$ cat src/rtl/bcd_display_formatter.sv
// Converts each newly shown 16-bit value to five packed BCD digits with a serial
// double-dabble engine (16 cycles). Optional feature macro: LEADING_ZERO_BLANK_EN.
module bcd_display_formatter (
   input  logic        clk,
   input  logic        reset,
   input  logic [15:0] data_in,
   input  logic        show_input,
   output logic [19:0] bcd_out,
   output logic        valid_out,
   output logic        update,
   output logic        busy
);

   typedef enum logic {IDLE, CONV} state_t;

   state_t      state, state_next;
   logic [15:0] last_value;
   logic        have_value;
   logic [35:0] sr, sr_next;
   logic [4:0]  cnt;
   logic        start, done;

   assign start = (state == IDLE) && show_input && (!have_value || (data_in != last_value));
   assign done  = (state == CONV) && (cnt == 5'd15);

   // Leading-zero blanking replaces zero digits above the first non-zero one with 4'hF.
   function automatic logic [19:0] format_digits(input logic [19:0] bcd);
      logic [19:0] result;
      result = bcd;
`ifdef LEADING_ZERO_BLANK_EN
      for (int i = 4; i >= 1; i--) begin
         if (result[4*i +: 4] != 4'h0) break;
         result[4*i +: 4] = 4'hF;
      end
`endif
      return result;
   endfunction

   // One double-dabble step: add 3 to each digit >= 5, then shift left.
   always_comb begin
      // NOTE: default assignment first so every path writes sr_next and no latch is inferred.
      sr_next = sr;
      for (int i = 0; i < 5; i++) begin
         if (sr_next[16 + 4*i +: 4] >= 4'd5)
            sr_next[16 + 4*i +: 4] = sr_next[16 + 4*i +: 4] + 4'd3;
      end
      sr_next = {sr_next[34:0], 1'b0};
   end

   always_ff @(posedge clk) begin
      // NOTE: sequential state uses non-blocking assignments only.
      if (reset) state <= IDLE;
      else       state <= state_next;
   end

   always_comb begin
      state_next = state;
      case (state)
         IDLE:    if (start) state_next = CONV;
         CONV:    if (done)  state_next = IDLE;
         default: state_next = IDLE;
      endcase
   end

   always_comb begin
      busy = (state == CONV);
   end

   always_ff @(posedge clk) begin
      if (reset) begin
         // NOTE: sr and cnt are pure datapath, always reloaded on start, so they carry no reset.
         last_value <= 16'h0000;
         have_value <= 1'b0;
         bcd_out    <= 20'h00000;
         valid_out  <= 1'b0;
         update     <= 1'b0;
      end else begin
         update <= 1'b0;
         if (start) begin
            last_value <= data_in;
            have_value <= 1'b1;
         end
         if (done) begin
            bcd_out   <= format_digits(sr_next[35:16]);
            valid_out <= 1'b1;
            update    <= 1'b1;
         end
      end
   end

   always_ff @(posedge clk) begin
      if (start) begin
         sr  <= {20'h00000, data_in};
         cnt <= 5'd0;
      end else if (state == CONV) begin
         sr  <= sr_next;
         cnt <= cnt + 5'd1;
      end
   end

endmodule
$ cat config.mk
export PLATFORM = sky130hd
export DESIGN_NAME = bcd_display_formatter
export DESIGN_NICKNAME = d
export VERILOG_FILES = /design/src/rtl/bcd_display_formatter.sv
export SDC_FILE = /design/constraint.sdc
export NUM_CORES = 1
export LEC_CHECK = 0
export ABC_CLOCK_PERIOD_IN_PS = 4400
export CAP_MARGIN = 20
export CORE_MARGIN = 3
export CORE_UTILIZATION = 30
export DETAILED_ROUTE_END_ITERATION = 8
export GPL_ROUTABILITY_DRIVEN = 0
export SYNTH_ARGS = -nofsm -noshare
export SYNTH_HDL_FRONTEND = slang
export SYNTH_SLANG_ARGS = --single-unit
$ cat constraint.sdc
create_clock -name clk -period 4.4 [get_ports clk]
set_input_delay 0.88 -clock clk [delete_from_list [all_inputs] [get_ports clk]]
set_output_delay 0.88 -clock clk [all_outputs]
set_load 0.01 [all_outputs]
After elaboration in Yosys (flattened, before gate mapping)
Index checks and enable logic that the tools add are counted.

cells by class
  multiplexer cells = 11
  bitwise operators = 1
  eq/ne operators = 2
  add/subtract/negate cells = 6
  magnitude comparators = 5
  reductions and logical operators = 6

operators with widths
  operator               number
  $mux W16               2
  $ge A4 B3 Y1 const B   5
  $add A4 B2 Y4 const B  4
  $mux W4                4
  $ne A16 B16 Y1         1
  $add A5 B1 Y5 const B  1
  $eq A5 B4 Y1 const B   1
  $add A3 B2 Y3 const B  1
  $logic_and A1 B1 Y1    3
  $mux W1                3
  $mux W3                1
  $pmux W1 S2            1
  $reduce_bool A2 Y1     1
  $logic_not A1 Y1       1
  $logic_or A1 B1 Y1     1
  $not A1 Y1             1

storage, ports and cells
  input bits = 19
  register bits after elaboration = 81
  output and inout port bits = 23

Depth between registers and ports, before layout
Gate-level depths: netlist of the first run.

  depth after elaboration = 5
  depth in mapped cells = 8
  gate-level depth less buffers = 7

Least setup slack after synthesis of the first run
OpenSTA, ideal clock, no wires.

  kind = input -> register
  start point = input port data_in[1]
  end point = register sr[0], enable pin
  arrival = 2.085 ns
  path slack = 2.001 ns
  path buffers = 1
  library setup time = 0.314 ns
  data required time = 4.086 ns
  stages = 6
  cell sequence = xnor2_1 -> nand4_1 -> nor3_4 -> clkbuf_1 -> nand2_1 -> a21o_1

between the ends
  longest elaborated chain between the ends = 4

RTL lines
  element                       RTL line  source
  from (decl)                   6         input logic [15:0] data_in,
  $ne A16 B16 Y1                23        assign start = (state == IDLE) && show_input && (!have_value || (data_in != last_value));
  $logic_or A1 B1 Y1            23
  $logic_and A1 B1 Y1           23
  $reduce_bool A2 Y1 (no line)  --
  to (signal assigned)          93        sr <= {20'h00000, data_in};
  to (signal assigned)          96        sr <= sr_next;
  to (decl)                     19        logic [35:0] sr, sr_next;

No other way between the ends.
A chain may end at the register's enable or synchronous reset.

Final worst setup path of the first run
  start point = input port data_in[1]
  end point = register sr[11], data pin

between the ends
  longest elaborated chain between the ends = 4

RTL lines
  element              RTL line  source
  $ne A16 B16 Y1       23
  $logic_or A1 B1 Y1   23
  $logic_and A1 B1 Y1  23
  $mux W16             92        if (start) begin

No other way between the ends.

==> results of run 1 <==
## stage by stage
stage,hold slack (ps),util [%]
5_1_grt,476.3,38.07
3_5_place_dp,450.5,35.61
3_3_place_gp,436.9,35.61
6_report,456.6,38.07
4_1_cts,459.2,37.85
2_1_floorplan,425.8,-
## state kept, by name (all words and copies together) (netlist names)
name and flops:
cnt 5, bcd_out 20, valid_out 1, update 1
last_value 16, have_value 1, busy 1, sr 36
## placed cells by master, fill, tap and decap left out, types with 2 or more instances in the layout
cell type	Yosys	routed
nand3_1	22	22
xor2_1	2	2
inv_6	0	2
xnor2_1	22	22
clkbuf_8	0	2
o21ai_0	14	14
inv_1	13	13
ha_1	12	12
mux2_4	10	10
nor2_1	32	32
and2_1	2	2
nand2_1	36	36
dfxtp_1	65	65
mux2_2	4	4
a32oi_1	16	16
buf_4	0	7
nand4_1	20	20
clkdlybuf4s50_1	0	41
nor3b_1	20	20
a21oi_1	36	36
clkbuf_16	0	9
mux2i_1	17	17
a211oi_1	9	9
nand2b_1	22	22
edfxtp_1	16	16
inv_4	0	2
## worst register-to-register path: stages (launching register included)
cell and delay [ps]:
dfxtp_1 330, xnor2_1 150, nand4_1 170, nor3_4 60, buf_4 180, a21oi_4 580, mux2_2 430
## worst min-delay path by stage
stage	from	to	slack [ps]	depth (start not counted)
2_1_floorplan	have_value$_SDFFE_PP0P_	have_value$_SDFFE_PP0P_	430	2
3_3_place_gp	have_value$_SDFFE_PP0P_	have_value$_SDFFE_PP0P_	440	2
3_5_place_dp	bcd_out[14]$_SDFFE_PP0P_	bcd_out[14]$_SDFFE_PP0P_	450	2
4_1_cts	bcd_out[14]$_SDFFE_PP0P_	bcd_out[14]$_SDFFE_PP0P_	460	2
5_1_grt	bcd_out[6]$_SDFFE_PP0P_	bcd_out[6]$_SDFFE_PP0P_	480	2
6_report	bcd_out[14]$_SDFFE_PP0P_	bcd_out[14]$_SDFFE_PP0P_	460	2
## area by class of cell
type | instances | area [sq um]
flip-flops and latches | 81 | 1782
fillers | 1258 | 7943
repair buffers | 49 | 490.5
multi-input cells | 305 | 2058
clock buffers | 11 | 252.7
clock inverters | 5 | 35.03
inverters | 13 | 48.80
well taps | 172 | 215.2
## power by group
part | leakage (nW) | switching, W | internal, W
clock network | 0.147 | 0.000304 | 0.000417
registers | 0.692 | 0.0000418 | 0.000820
logic | 0.911 | 0.000136 | 0.000129
total | 1.75 | 0.000482 | 0.00137
## kinds of logic after synthesis
| family | count (synthesis) |
|---|---|
| muxes | 32 |
| AOI/OAI and AO/OA | 78 |
| xor gates and xnor gates | 24 |
| buffers and inverters | 43 |
| adders and majority gates | 12 |
| DFF | 81 |
| and+or+nand+nor | 159 |
## per-layer routing
layer / share of wire, % / wire (um) / vias to the layer above
met5: 0 / 0 / -
met4: 2.4 / 207 / 0
met3: 4.0 / 349 / 16
met2: 47 / 4051 / 69
met1: 47 / 4068 / 1493
li1: - / - / 1591
==> impl_metrics.toml, run 1 <==
[run_status]
outcome = "finished clean"

[synth]
netlist_top_cells_area = "dfxtp_1 (32%), edfxtp_1 (12%), xnor2_1 (4.8%)"
synth_top_family_by_area = "simple AND/OR/NAND/NOR gates"
synth_cells = 429
synth_commonest_cells = "dfxtp_1 (65), a21oi_1 (36), nand2_1 (36), nor2_1 (32)"
yosysMostFrequentCell = "dfxtp_1"
synthFlopType = "dfxtp_1"
synth-xor-area-share_pct = 5.237
ys_ff_latch = 81
syn_avg_cell_area_sq_um = 9.356
synth-compound-area-share_pct = 12.00
async_flop_share_pct = 0
synth_edf_count = 16
ys.warnings.count = 0
syn_area_sq_mm = 0.004014
synth-simple-area-share_pct = 20.73
synth_top_area_share_pct = 32.42
synth_fa_ha_area_share_pct = 3.741
synth_area_leader_cell = "dfxtp_1"
syn_nets = 460
ys_seq_area_share_pct = 44.39
synth.distinct_cells = 33
synthMuxAreaShare_pct = 9.383

[pwr]
finalPower_w = 0.001847
ir_worst_vdd_mv = 0.1890
power_density_mw_per_mm2 = 378.4
p_leak_nw = 1.750

[placed_design]
placedCellCount = 619
dp_hpwl_um = 5709
post_dp_cell_area_sq_mm = 0.004567
portBuffers = 41
dp_slack_ps = 1191

[clocking]
cts_root_buf = "clkbuf_16"
cts.htree.levels = 3
path_clk_slew_ps = 60
clock_latency_ps = 330
cts_tree = "done"
cts_setup_buffers = 0
numCtsBuffers = 9
cts_sinks = 81
cts_buffer_depth = 2
cts_resized = 0
postCtsHoldBufs = 0

[finish]
syn_to_final_growth_pct = 21.63
layout.nets = 490
drive_above_1_share_pct = 9.052
num_antenna_cells = 0
fin_cells = 636
design_area_sq_mm = 0.004882

[routing]
routed_wl_um = 8676
drcViolationCount = 0
drt.antenna.violating_nets = 0
vias_per_cell = 4.983
drt_iter0_markers = 304
wl_per_cell_um = 13.64
drt_first_pass_iters = 5
vias = 3169

[floorplanning]
rows = 41
die_x_um = 121.7
fp.dieH_um = 121.7
die-area_sq_mm = 0.01480
io_pins = 42
start_util_pct = 31.30
coreArea_sq_mm = 0.01282

[timing]
maxClockFrequency_mhz = 351.0
period_minus_slack_ps = 2849
final-hold-violation-count = 0
slew_viol_final = 0
setup_viol = 0
tightest_slew_ps = 854.2
rsz0062_at_grt = "no"
slew_headroom_pct = 43.05
fin_worst_skew_ps = 6.105
fin_tns_setup_ps = 0
setup_ws_ps = 1551
timing.final.crit_share_pct = 64.74

[setup_path]
worstPathCellList = "clkdlybuf4s50_1 -> xnor2_1 -> nand4_1 -> nor3_4 -> buf_4 -> a21oi_4 -> mux2_2"
crit_path_top_delay_cell = "a21oi_4"
worstPathMaxFanout = 17
endpoint = "sr[11]$_DFFE_PP_"
reg2reg_to = "sr[11]$_DFFE_PP_"
r2r_slack_ps = 2240
reg2reg_from = "last_value[15]$_SDFFE_PP0P_"
crit_buf_inv = 2
crit_type = "input pin to flop"
cp.required_ps = 4480
crit_family = "buffers and inverters"
critical_path_arrival_ps = 2930
end_kind = "flop"
path_depth = 7
max_stage_delay_ps = 580
startpoint = "data_in[1]"
ff2ff_path_depth = 6
start_kind = "input pin"

[min_path]
worstHoldPathType = "flop to flop"

[global_routing]
grt_max_degree = 39
antenna_found_initial = 0
track_usage_pct = 12.18
grt_overflow = 0
first_global_vias = 2971
grt-busiest-layer = "met2"
use_met1_pct = 16.47
grt_first_pass_wirelength_um = 14560
met2_usage_pct = 18.69
gr-usage-met3_pct = 2.182

[run]
cap_violations = 0
No activity file was read; power rests on OpenSTA's default activity.
==> run 2: changes to the inputs <==
Settings changed: ABC_CLOCK_PERIOD_IN_PS 4400 to 2700.
Clock period 4.4 ns to 2.7 ns, I/O delays scaled along.
==> run 2 against run 1 <==
First-iteration DRC count shrank 45%. Non-clock buffer count rose by 8. Utilization grew 0.65 points. Cell count is 1.3% higher. Register-to-register slack lost 1600 ps. Cell area up 1.7%. Setup slack worse by 1200 ps. Via count down 1.2%. Critical path depth fell by 1. Flip-flop and latch count is the same. Total power rose by 70%. Largest power group unchanged. Highest routed layer unchanged.
==> impl_metrics.toml, run 2 (synthesized netlist as in run 1, its figures left out) <==
[setup_path]
end_kind = "flop"
crit_family = "simple AND/OR/NAND/NOR gates"
crit_type = "input pin to flop"
start_kind = "input pin"
crit_buf_inv = 1
max_stage_delay_ps = 470
crit_path_top_delay_cell = "clkdlybuf4s50_1"
cp.required_ps = 2680
worstPathMaxFanout = 16
worstPathCellList = "clkdlybuf4s50_1 -> xnor2_1 -> nand4_1 -> nor3_4 -> nand2_1 -> a21o_1"
r2r_slack_ps = 660
critical_path_arrival_ps = 2340

[floorplanning]
io_pins = 42
fp.dieH_um = 121.7
die_x_um = 121.7
coreArea_sq_mm = 0.01282
die-area_sq_mm = 0.01480
start_util_pct = 31.30
rows = 41

[timing]
setup_ws_ps = 339.2
fin_worst_skew_ps = 9.165
fin_tns_setup_ps = 0
setup_viol = 0
tightest_slew_ps = 830.3
timing.final.crit_share_pct = 87.44
hold_slack_ps = 449.6
final-hold-violation-count = 0
rsz0062_at_grt = "no"
slew_headroom_pct = 44.65
maxClockFrequency_mhz = 423.6
slew_viol_final = 0
period_minus_slack_ps = 2361

[placed_design]
portBuffers = 41
post_dp_cell_area_sq_mm = 0.004634
dp_slack_ps = -29.80
dp_hpwl_um = 5990

[global_routing]
grt_first_pass_wirelength_um = 14320
track_usage_pct = 11.98
grt_overflow = 0
first_global_vias = 3055
antenna_found_initial = 0
grt_max_degree = 39

[routing]
drcViolationCount = 0
drt_iter0_markers = 166
vias_per_cell = 4.862
drt_first_pass_iters = 4
drt.antenna.violating_nets = 0
vias = 3131
routed_wl_um = 8766
wl_per_cell_um = 13.61

[clocking]
numCtsBuffers = 9
cts_setup_buffers = 0
cts_sinks = 81
postCtsHoldBufs = 0
cts_buffer_depth = 2
cts.htree.levels = 3
path_clk_slew_ps = 60
cts_resized = 0
cts_tree = "done"
cts_root_buf = "clkbuf_16"
clock_latency_ps = 330

[finish]
final_cell_mix = "dfxtp_1 (65), clkdlybuf4s50_1 (41), nand2_1 (36), a21oi_1 (36), nor2_1 (32)"
largest_reg_flops = 36
seqCellArea_sq_mm = 0.001782
layout.nets = 498
design_area_sq_mm = 0.004966
final_common_cell = "dfxtp_1"
num_antenna_cells = 0
fillerInstances = 1257
drive_above_1_share_pct = 10.38
reg_top3 = "sr: 36 flops, bcd_out: 20 flops, last_value: 16 flops"
regMostFlops = "sr"
multiInputGateArea_sq_mm = 0.002058
syn_to_final_growth_pct = 23.72

[run]
cap_violations = 0

[pwr]
power_density_mw_per_mm2 = 630.7
p_leak_nw = 1.799
ir_worst_vdd_mv = 0.3783
finalPower_w = 0.003132

[run_status]
outcome = "finished clean"

[min_path]
worstHoldPathType = "flop to flop"
-- run 2: cell types whose count changed in the layout (fill, tap and decap cells not counted) --
cell       change
buf_4          +9
clkbuf_1       +1
buf_16         -1
clkinv_4       +1
inv_6          -2
inv_4          -2
clkbuf_8       -1
clkbuf_16      +3
-- run 2: final cells by class --
cell class	count	area share, %
Multi-Input combinational cell	305	41.45
Sequential cell	81	35.88
Timing Repair Buffer	57	10.68
Tap cell	172	4.334
Inverter	13	0.9826
Clock inverter	2	0.2771
Clock buffer	14	6.400
-- run 2: worst paths after layout --
kind / startpoint / endpoint / cells past startpoint
max: data_in[8] / sr[12]$_DFFE_PP_ / 6
min: have_value$_SDFFE_PP0P_ / have_value$_SDFFE_PP0P_ / 2
max reg2reg: busy$_SDFF_PP0_ / sr[13]$_DFFE_PP_ / 3
min reg2reg: have_value$_SDFFE_PP0P_ / have_value$_SDFFE_PP0P_ / 2
-- run 2: tightest hold or removal path, stage by stage (launching register included) --
cell	delay [ps]
dfxtp_1	310
inv_1	40
a21oi_1	50
-- run 2: power breakdown --
part	total, W	switching, W	leakage (nW)	internal [W]
Clock	0.00129	0.000473	0.164	0.000817
Combinational	0.000431	0.000217	0.943	0.000214
Sequential	0.00141	0.0000751	0.692	0.00134
-- run 2: per-layer routing --
metal | global-route usage [%] | vias to the layer above | part of all wire, %
met3 | 2.739 | 11 | 4.0
met1 | 15.39 | 1477 | 48
li1 | - | 1597 | -
met5 | 0 | - | 0
met2 | 19.45 | 46 | 46
met4 | 4.972 | 0 | 1.7
-- run 2: through the flow --
| stage | util [%] | cells |
|---|---|---|
| 2_1_floorplan | - | 429 |
| 3_3_place_gp | 36.14 | 628 |
| 3_5_place_dp | 36.14 | 628 |
| 4_1_cts | 38.72 | 644 |
| 5_1_grt | 38.72 | 644 |
| 6_report | 38.72 | 644 |
